$ cat src/rtl/mux_tree_pipe_pkg.sv
// Shared definitions for the pipelined N:1 multiplexer tree: sizing helpers,
// channel slicing and scan-mode encoding.
package mux_tree_pipe_pkg;

    // Scan-mode encoding of the scan_en input
    localparam logic MODE_MANUAL = 1'b0;
    localparam logic MODE_SCAN   = 1'b1;

    // Ceiling log2 for sizing select and counter fields (returns 0 for value <= 1)
    function automatic int clog2(input int value);
        int r;
        r = 0;
        for (int i = 0; i < 31; i++) begin
            if (int'(32'd1 << i) < value) begin
                r = i + 1;
            end
        end
        return r;
    endfunction

    // LSB position of channel ch inside a packed array of w-bit channels
    function automatic int ch_lsb(input int ch, input int w);
        return ch * w;
    endfunction

    // Bit offset of tree level k inside the flattened tree vector.
    // Level 0 is the raw input (n channels), level k holds n>>k channels,
    // so the levels before k occupy w*(2n - 2*(n>>k)) bits.
    function automatic int lvl_off(input int n, input int w, input int k);
        return w * (2 * n - 2 * (n >> k));
    endfunction

endpackage

$ cat src/rtl/mux_tree_pipe_if.sv
// Channel bus of the mux tree: packed channel inputs, select/mode controls,
// the selected output with its tag, and scan observability.
interface mux_tree_pipe_if #(
    parameter int W = 1,
    parameter int N = 16
);
    import mux_tree_pipe_pkg::*;

    localparam int L = clog2(N);

    logic [N*W-1:0] din;
    logic [L-1:0]   sel;
    logic           scan_en;
    logic           in_valid;
    logic [W-1:0]   dout;
    logic [L-1:0]   dout_sel;
    logic           out_valid;
    logic [L-1:0]   scan_ptr;
    logic           scan_wrap;

    // Source side: drives channels and controls, observes the result
    modport master (
        output din, sel, scan_en, in_valid,
        input  dout, dout_sel, out_valid, scan_ptr, scan_wrap
    );

    // Mux tree side
    modport slave (
        input  din, sel, scan_en, in_valid,
        output dout, dout_sel, out_valid, scan_ptr, scan_wrap
    );

endinterface

$ cat src/rtl/mux_tree_pipe_mux_level.sv
// One registered level of the mux tree: M channels in, M/2 channels out.
// The full select travels with the data so every level, and the output tag,
// refer to the select of the snapshot being carried.
module mux_level
    import mux_tree_pipe_pkg::*;
#(
    parameter int M = 2,
    parameter int W = 1,
    parameter int L = 1,
    parameter int K = 0
) (
    input  logic               clk,
    input  logic               rst_n,
    input  logic [M*W-1:0]     d_in,
    input  logic [L-1:0]       sel_in,
    input  logic               v_in,
    output logic [(M/2)*W-1:0] d_out,
    output logic [L-1:0]       sel_out,
    output logic               v_out
);

    logic [(M/2)*W-1:0] pick_s;

    // Pairwise 2:1 selection on select bit K (channels 2j and 2j+1 -> j)
    always_comb begin
        pick_s = '0;
        for (int j = 0; j < M / 2; j++) begin
            pick_s[ch_lsb(j, W) +: W] = sel_in[K] ? d_in[ch_lsb(2 * j + 1, W) +: W]
                                                  : d_in[ch_lsb(2 * j, W) +: W];
        end
    end

    // Level register: data, select tag and valid advance every cycle
    always_ff @(posedge clk or negedge rst_n) begin
        if (!rst_n) begin
            d_out   <= '0;
            sel_out <= '0;
            v_out   <= 1'b0;
        end else begin
            d_out   <= pick_s;
            sel_out <= sel_in;
            v_out   <= v_in;
        end
    end

endmodule

$ cat src/rtl/mux_tree_pipe.sv
// Pipelined N:1 multiplexer tree for W-bit channels. One register stage per
// tree level gives a fixed latency of log2(N) cycles; the channel index and a
// valid flag ride alongside the data. The select is either external or comes
// from a scan pointer that dwells DWELL cycles per channel and wraps.
module mux_tree_pipe
    import mux_tree_pipe_pkg::*;
#(
    parameter int W     = 1,
    parameter int N     = 16,
    parameter int DWELL = 4
) (
    input  logic           clk,
    input  logic           rst_n,
    mux_tree_pipe_if.slave bus
);

    localparam int L         = clog2(N);
    localparam int CH_W      = W;
    localparam int DW        = (DWELL > 1) ? clog2(DWELL) : 1;
    localparam int TREE_BITS = (2 * N - 1) * CH_W;

    localparam logic [DW-1:0] DWELL_LAST = DW'(DWELL - 1);
    localparam logic [DW-1:0] DWELL_ONE  = DW'(1);
    localparam logic [L-1:0]  PTR_LAST   = L'(N - 1);
    localparam logic [L-1:0]  PTR_ONE    = L'(1);

    logic [L-1:0]     scan_ptr_r;
    logic [DW-1:0]    dwell_r;
    logic             scan_wrap_r;
    logic [L-1:0]     esel_s;

    // Flattened tree: level 0 is din, level L is the single selected channel
    logic [TREE_BITS-1:0] tree_d_s;
    logic [L-1:0]         tree_sel_s [0:L];
    logic [L:0]           tree_v_s;

    // Effective select: scan pointer in scan mode, external select otherwise
    always_comb begin
        esel_s = bus.sel;
        if (bus.scan_en == MODE_SCAN) begin
            esel_s = scan_ptr_r;
        end else begin
            esel_s = bus.sel;
        end
    end

    // Scan pointer with dwell counter; wrap pulse registered with the N-1 -> 0 step
    always_ff @(posedge clk or negedge rst_n) begin
        if (!rst_n) begin
            scan_ptr_r  <= '0;
            dwell_r     <= '0;
            scan_wrap_r <= 1'b0;
        end else if (bus.scan_en == MODE_SCAN) begin
            if (dwell_r == DWELL_LAST) begin
                dwell_r     <= '0;
                scan_ptr_r  <= scan_ptr_r + PTR_ONE;
                scan_wrap_r <= (scan_ptr_r == PTR_LAST);
            end else begin
                dwell_r     <= dwell_r + DWELL_ONE;
                scan_wrap_r <= 1'b0;
            end
        end else begin
            scan_wrap_r <= 1'b0;
        end
    end

    assign tree_d_s[N*CH_W-1:0] = bus.din;
    assign tree_sel_s[0]        = esel_s;
    assign tree_v_s[0]          = bus.in_valid;

    for (genvar k = 0; k < L; k++) begin : g_level
        localparam int M_IN    = N >> k;
        localparam int OFF_IN  = lvl_off(N, CH_W, k);
        localparam int OFF_OUT = lvl_off(N, CH_W, k + 1);

        mux_level #(
            .M (M_IN),
            .W (CH_W),
            .L (L),
            .K (k)
        ) u_level (
            .clk     (clk),
            .rst_n   (rst_n),
            .d_in    (tree_d_s[OFF_IN +: M_IN*CH_W]),
            .sel_in  (tree_sel_s[k]),
            .v_in    (tree_v_s[k]),
            .d_out   (tree_d_s[OFF_OUT +: (M_IN/2)*CH_W]),
            .sel_out (tree_sel_s[k+1]),
            .v_out   (tree_v_s[k+1])
        );
    end

    // All outputs come straight from registers
    assign bus.dout      = tree_d_s[TREE_BITS-1 -: CH_W];
    assign bus.dout_sel  = tree_sel_s[L];
    assign bus.out_valid = tree_v_s[L];
    assign bus.scan_ptr  = scan_ptr_r;
    assign bus.scan_wrap = scan_wrap_r;

endmodule

$ cat src/flat_wrapper.sv
// flat-port wrapper written by rule: the top's interface ports become plain ports
module mux_tree_pipe_flat import mux_tree_pipe_pkg::*;
#(
    parameter int W     = 1,
    parameter int N     = 16,
    parameter int DWELL = 4
)
  (clk, rst_n, bus_din, bus_sel, bus_scan_en, bus_in_valid, bus_dout, bus_dout_sel, bus_out_valid, bus_scan_ptr, bus_scan_wrap);
  mux_tree_pipe_if #(.W(W), .N(N)) bus_i ();
  input  logic clk;
  input  logic rst_n;
  input wire logic [$bits(bus_i.din)-1:0] bus_din;
  input wire logic [$bits(bus_i.sel)-1:0] bus_sel;
  input wire logic [$bits(bus_i.scan_en)-1:0] bus_scan_en;
  input wire logic [$bits(bus_i.in_valid)-1:0] bus_in_valid;
  output wire logic [$bits(bus_i.dout)-1:0] bus_dout;
  output wire logic [$bits(bus_i.dout_sel)-1:0] bus_dout_sel;
  output wire logic [$bits(bus_i.out_valid)-1:0] bus_out_valid;
  output wire logic [$bits(bus_i.scan_ptr)-1:0] bus_scan_ptr;
  output wire logic [$bits(bus_i.scan_wrap)-1:0] bus_scan_wrap;
  assign bus_i.din = bus_din;
  assign bus_i.sel = bus_sel;
  assign bus_i.scan_en = bus_scan_en;
  assign bus_i.in_valid = bus_in_valid;
  assign bus_dout = bus_i.dout;
  assign bus_dout_sel = bus_i.dout_sel;
  assign bus_out_valid = bus_i.out_valid;
  assign bus_scan_ptr = bus_i.scan_ptr;
  assign bus_scan_wrap = bus_i.scan_wrap;
  mux_tree_pipe #(.W(W), .N(N), .DWELL(DWELL)) u_core (.clk(clk), .rst_n(rst_n), .bus(bus_i));
endmodule
$ cat config.mk
export PLATFORM = sky130hd
export DESIGN_NAME = mux_tree_pipe_flat
export DESIGN_NICKNAME = d
export VERILOG_FILES = /design/src/rtl/mux_tree_pipe_pkg.sv /design/src/rtl/mux_tree_pipe_if.sv /design/src/rtl/mux_tree_pipe_mux_level.sv /design/src/rtl/mux_tree_pipe.sv /design/src/flat_wrapper.sv
export SDC_FILE = /design/constraint.sdc
export NUM_CORES = 1
export LEC_CHECK = 0
export ABC_CLOCK_PERIOD_IN_PS = 1450
export CORE_UTILIZATION = 25
export DETAILED_ROUTE_END_ITERATION = 7
export PLACE_DENSITY = 0.56
export SLEW_MARGIN = 20
export SYNTH_ARGS = -nofsm -noshare
export SYNTH_HDL_FRONTEND = slang
export SYNTH_SLANG_ARGS = --single-unit
$ cat constraint.sdc
create_clock -name clk -period 1.45 [get_ports clk]
set_clock_uncertainty 0.15 [all_clocks]
set_input_delay 0.145 -clock clk [delete_from_list [all_inputs] [get_ports clk]]
set_output_delay 0.145 -clock clk [all_outputs]
set_load 0.01 [all_outputs]
# Yosys cells after proc, flatten, opt, wreduce, memory -nomap -nowiden
# Index checks and enable logic that the tools add are counted.
[word_totals] word_cells=39 output_inout_bits=11 regBits=42
[op_classes] addsub=2 n_reduce_logical=1 eq_ne=2 n_mux=19
[op_table] cell="2-to-1 mux 1 bit" count=17
[op_table] cell="adder 4 x 1 -> 4 bit (second input constant)" count=1
[op_table] cell="== test 4 bit (second input constant)" count=1
[op_table] cell="2-to-1 mux 4 bit" count=1
[op_table] cell="adder 2 x 1 -> 2 bit (second input constant)" count=1
[op_table] cell="== test 2 bit (second input constant)" count=1
[op_table] cell="2-to-1 mux 2 bit" count=1
[op_table] cell="AND reduction 2 bit" count=1

# Logic depth before layout (Yosys ltp)
[logic_depth] ltp_word=3 depth_mapped=4

# Modules after synthesis
# A second synthesis with hierarchy kept.
[hier_totals] hier_cells=80 hier_area_um2=1448.9
[modules_own_cells] module="mux_level (u_core.g_level[0].u_level)" instances=1 cells_per_inst=22 area_per_inst_um2=456.7
[modules_own_cells] module="mux_tree_pipe" instances=1 cells_per_inst=29 area_per_inst_um2=359.1
[modules_own_cells] module="mux_level (u_core.g_level[1].u_level)" instances=1 cells_per_inst=13 area_per_inst_um2=270.3
[modules_own_cells] module="mux_level (u_core.g_level[2].u_level)" instances=1 cells_per_inst=9 area_per_inst_um2=197.7
[modules_own_cells] module="mux_level (u_core.g_level[3].u_level)" instances=1 cells_per_inst=7 area_per_inst_um2=165.2

# Least setup slack after synthesis
# No wires, ideal clock.
[synth_path] kind="reg-to-reg" startpoint="register u_core.scan_ptr_r[0], in the netlist u_core.bus.scan_ptr[0]" endpoint="register u_core.g_level[0].u_level.d_out[0]" setup_ps=125 path_slack_ps=75 synth_period_minus_slack_ps=1375 arrival_ps=1100 path_stages_with_launch=3 path_cell_list="dfrtp_1 mux2i_4 mux2_2"
[synth_via] elab_chain_len=2
[synth_lines] item="from (decl)" line="mux_tree_pipe.sv:27" source="logic [L-1:0] scan_ptr_r;"
[synth_lines] item="from (signal assigned)" line="mux_tree_pipe.sv:56" source="scan_ptr_r <= scan_ptr_r + PTR_ONE;"
[synth_lines] item="2-to-1 mux 4 bit" line="mux_tree_pipe.sv:40" source="if (bus.scan_en == MODE_SCAN) begin"
[synth_lines] item="2-to-1 mux 1 bit" line="mux_tree_pipe_mux_level.sv:28" source="pick_s[ch_lsb(j, W) +: W] = sel_in[K] ? d_in[ch_lsb(2 * j + 1, W) +: W]"
[synth_lines] item="net u_core.g_level[0].u_level.pick_s[0]" line="mux_tree_pipe_mux_level.sv:22" source="logic [(M/2)*W-1:0] pick_s;"
[synth_lines] item="to (signal assigned)" line="mux_tree_pipe_mux_level.sv:40" source="d_out <= pick_s;"
[synth_lines] item="to (decl)" line="mux_tree_pipe_mux_level.sv:17" source="output logic [(M/2)*W-1:0] d_out,"
# The timed path passes the listed nets, and every way through them passes these cells.
# A chain may end at the register's enable or synchronous reset.

# Worst setup path after layout
# Same ends and word-level chain as after synthesis.

==> results_tabular.tex <==
\begin{tabular}{lr}
\hline
Metric & Value \\
\hline
\multicolumn{2}{l}{\textbf{Floorplanning}} \\
Initial core utilization & 0.267 \\
Width of the die & 77.0 um \\
I/O pin cnt & 35 \\
Height of the die & 77.0 um \\
Core footprint & 5270 sq um \\
Die footprint & 5930 sq um \\
Total number of placement rows & 26 \\
\multicolumn{2}{l}{\textbf{Placement}} \\
Global placement routability congestion & 0.768 \\
Number of placed instances with taps included & 186 \\
Hpwl dp & 1.47 mm \\
Count of input and output buffers & 34 \\
\multicolumn{2}{l}{\textbf{Clock network}} \\
Clock buffer depth & 2 \\
TritonCTS clock tree & yes \\
Clock input transition at the sequential cells of the worst setup and hold paths & 0.07 ns \\
Cts bufs inserted & 5 \\
Clock tree sinks & 42 \\
Library cell used as clock root buffer & sky130\_fd\_sc\_hd\_\_clkbuf\_8 \\
H-Tree Depth & 2 \\
Clock insertion delay at the later pin of the skew report & 0.29 ns \\
\multicolumn{2}{l}{\textbf{Worst hold path}} \\
Class of the tightest hold or removal check & input port to flip-flop \\
Hold path startpoint & bus\_in\_valid \\
Number of cells on the worst hold path & 1 \\
Min-Delay Endpoint & u\_core.g\_level[0].u\_level.v\_out\$\_DFF\_PN0\_ \\
\multicolumn{2}{l}{\textbf{Routing}} \\
Wire per inst & 10.8 um \\
Total wire length after detailed routing & 2.12 mm \\
First-iteration detailed-routing DRC count & 38 \\
Via total after detailed routing & 783 \\
Number of nets with antenna violations after routing & 0 \\
Residual DRC count & 0 \\
Number of vias per cell & 3.97 \\
Number of detailed-route iterations in the first pass & 4 \\
\multicolumn{2}{l}{\textbf{Setup path}} \\
Reg2Reg Setup Slack & 0.07 ns \\
Required time of the critical path & 1.47 ns \\
List of cells traversed by the critical path & mux2i\_4, buf\_12, mux2\_2 \\
R2R Path Start & u\_core.bus.scan\_ptr[0]\$\_DFFE\_PN0P\_ \\
Worst Path Arrival & 1.40 ns \\
Destination of the worst register-to-register timing path & u\_core.g\_level[0].u\_level.d\_out[0]\$\_DFF\_PN0\_ \\
Kind of end point of the critical path & flip-flop \\
WS Path Type & flip-flop to flip-flop \\
Worst path max stage delay & 0.45 ns \\
Crit Path Max Fanout & 9 \\
Critical path startpoint category & flip-flop \\
Worst-path cell with the longest stage delay & sky130\_fd\_sc\_hd\_\_dfrtp\_2 \\
Worst R2R Path Depth & 3 \\
\multicolumn{2}{l}{\textbf{Layout}} \\
Storage cell area & 1050 sq um \\
Synth-to-layout area growth & 40.9\% \\
NumNets Final & 152 \\
Share of layout cells above drive strength 1 & 0.268 \\
Area occupied by multi-input gates & 338 sq um \\
\# fillers & 516 \\
Number of standard cells in the final layout excluding fillers & 197 \\
Diodes inserted & 0 \\
\multicolumn{2}{l}{\textbf{STA}} \\
Highest Clock Rate & 727 MHz \\
Max-Slew Margin vs Limit & 0.665 \\
Max-slew violations & 0 \\
Accumulated negative setup slack & 0 ns \\
RSZ-0062 raised after global routing & false \\
Crit share post-route & 0.949 \\
Final hold slack & 0.153 ns \\
Worst-Margin Slew & 0.503 ns \\
Min Clock Period, post-route & 1.38 ns \\
Final setup violating endpoints & 0 \\
Final Hold Fails & 0 \\
\multicolumn{2}{l}{\textbf{Yosys}} \\
Most frequent cell after synthesis & sky130\_fd\_sc\_hd\_\_dfrtp\_1 \\
Ys Warns & 0 \\
Library cells used by synthesis & 12 \\
Xor/xnor share of the synthesized area & 0.0187 \\
Number of flops mapped to enable cells by yosys & 0 \\
Commonest cells in the synthesized netlist & sky130\_fd\_sc\_hd\_\_dfrtp\_1 (42), sky130\_fd\_sc\_hd\_\_mux2\_2 (20), sky130\_fd\_sc\_hd\_\_nand3\_1 (3), sky130\_fd\_sc\_hd\_\_nor2\_1 (3) \\
Synthesized-area fraction occupied by ao, oa, aoi and oai cells & 0.00356 \\
Biggest area contributors in the synthesized netlist & sky130\_fd\_sc\_hd\_\_dfrtp\_1 (75\%), sky130\_fd\_sc\_hd\_\_mux2\_2 (16\%), sky130\_fd\_sc\_hd\_\_ha\_1 (1.8\%) \\
Synth Area in Adders & 0.0178 \\
Main combinational cell family by area after synthesis & multiplexers \\
Fraction of synthesis flops using an asynchronous set or reset pin & 1.00 \\
Seq/Total Area, Yosys & 0.747 \\
Commonest register cell after synthesis & sky130\_fd\_sc\_hd\_\_dfrtp\_1 \\
Cell taking the most area after synthesis & sky130\_fd\_sc\_hd\_\_dfrtp\_1 \\
Synthesized Nets & 106 \\
Synthesized area divided by synthesized cell count & 17.6 sq um \\
Netlist area before placement & 1410 sq um \\
Multiplexer share of the synthesized area & 0.176 \\
Gate Count Post-Synth & 80 \\
Share of the synthesized area in the top cell type & 0.747 \\
Synthesized-area fraction occupied by and/or/nand/nor cells & 0.0240 \\
Flip-flop and latch count after synthesis & 42 \\
\multicolumn{2}{l}{\textbf{Power and ir drop}} \\
Power density cells & 1660 nW/um\^{}2 \\
Share of total power consumed by net switching & 0.242 \\
Worst VDD drop & 545 uV \\
Sequential fraction of design power & 0.503 \\
Leakage power of the design & 0.899 nW \\
Power, Total & 0.00328 W \\
Net switching power & 0.000796 W \\
Internal Pwr Total & 0.00249 W \\
Clk network pwr share & 0.265 \\
Part of the total power dissipated in combinational logic & 0.232 \\
\multicolumn{2}{l}{\textbf{Global routing}} \\
Maximum number of pins on one net before global-route repair & 43 \\
Vias in the first global route & 823 \\
Total global routing track utilization & 0.0815 \\
Remaining global-route overflow & 0 \\
Initial antenna violation count & 0 \\
Wire length of the first global-routing pass & 3.59 mm \\
\multicolumn{2}{l}{\textbf{Outcome}} \\
Run status & finished clean \\
\multicolumn{2}{l}{\textbf{Job}} \\
Max Cap Viol & 0 \\
\hline
\end{tabular}
## logic make-up (layout without fill, tap and decap cells)
| family | count (synthesis) | after routing |
|---|---|---|
| mux | 21 | 21 |
| xor+xnor | 3 | 3 |
| simple gates | 8 | 8 |
| fa+ha+maj | 2 | 2 |
| flops | 42 | 42 |
| buf+inv | 3 | 50 |
| compound gates | 1 | 1 |
## through the flow
step	util	setup WS (ns)	area, sq um
final	0.376	0.0741	1980
after global routing	0.376	0.000944	1980
after CTS	0.375	0.000000666	1980
after detailed placement	0.349	-0.372	1840
after global placement	0.349	-0.307	1840
after floorplan	-	0.0747	1410
## cell type report
cell class              instances  share of cell area
clock buffers                   7              0.0385
inverters                       2             0.00379
repair buffers                 40               0.197
flip-flops and latches         42               0.531
multi-input cells              35               0.170
well taps                      70              0.0442
clock inverters                 1              0.0151
## routing by layer
metal,vias to the layer above,share of wire,GRT usage
met1,390,0.39,0.0783
met5,-,0,0
met3,9,0.065,0.0369
li1,359,-,-
met2,25,0.51,0.138
met4,0,0.035,0.0566
## worst max-delay path: cells and delay by family, from the launching register on
family,cells,cell delay (ns)
buffers and inverters,1,0.15
DFF,1,0.45
muxes,2,0.51
## sequential cells by signal, summed over array words and instances, names as in the netlist
signal / count
u_core.dwell_r: 2
u_core.bus.scan_wrap: 1
u_core.g_level.u_level.v_out: 4
u_core.g_level.u_level.d_out: 15
u_core.bus.scan_ptr: 4
u_core.g_level.u_level.sel_out: 16
## power groups by stage
stage	logic (W)	clock network, W	registers [W]
floorplan	0.000361	0	0.00170
finish	0.000762	0.000872	0.00165
global placement	0.000736	0	0.00168
CTS	0.000779	0.000913	0.00166
global route	0.000831	0.000955	0.00169
detailed placement	0.000761	0	0.00169
## cell usage in the layout, fill, tap and decap left out, drive strengths merged, types with 2 or more instances in the layout
| cell type | count |
|---|---|
| buf | 6 |
| clkbuf | 7 |
| clkdlybuf4s50 | 21 |
| dfrtp | 42 |
| dlygate4sd2 | 9 |
| dlymetal6s2s | 3 |
| ha | 2 |
| inv | 2 |
| mux2 | 20 |
| nand2 | 2 |
| nand3 | 3 |
| nor2 | 3 |
| xnor2 | 2 |
## what timing repair did
| action | 4_1_cts | 5_1_grt |
|---|---|---|
| gates cloned | 0 | 0 |
| setup buffers | 2 | 0 |
| endpoints found under the hold margin | 42 | 0 |
| endpoints found under the setup margin | 17 | 7 |
| pin swaps | 0 | 0 |
| resized for setup | 10 | 3 |
| hold buffers | 1 | 0 |
## worst max path at each step
stage	to	cells after the start	from	slack, ns
floorplan	u_core.g_level[0].u_level.d_out[0]$_DFF_PN0_	2	u_core.bus.scan_ptr[0]$_DFFE_PN0P_	0.07
global route	u_core.bus.scan_ptr[1]$_DFFE_PN0P_	3	u_core.dwell_r[0]$_DFFE_PN0P_	0.0009
detailed placement	u_core.g_level[0].u_level.d_out[2]$_DFF_PN0_	3	bus_scan_en	-0.37
global placement	u_core.g_level[0].u_level.d_out[6]$_DFF_PN0_	3	bus_scan_en	-0.31
finish	u_core.g_level[0].u_level.d_out[0]$_DFF_PN0_	3	u_core.bus.scan_ptr[0]$_DFFE_PN0P_	0.07
CTS	bus_dout_sel[0]	1	u_core.g_level[3].u_level.sel_out[0]$_DFF_PN0_	0.0000007
Note: power is estimated with default switching activity, not from simulation.
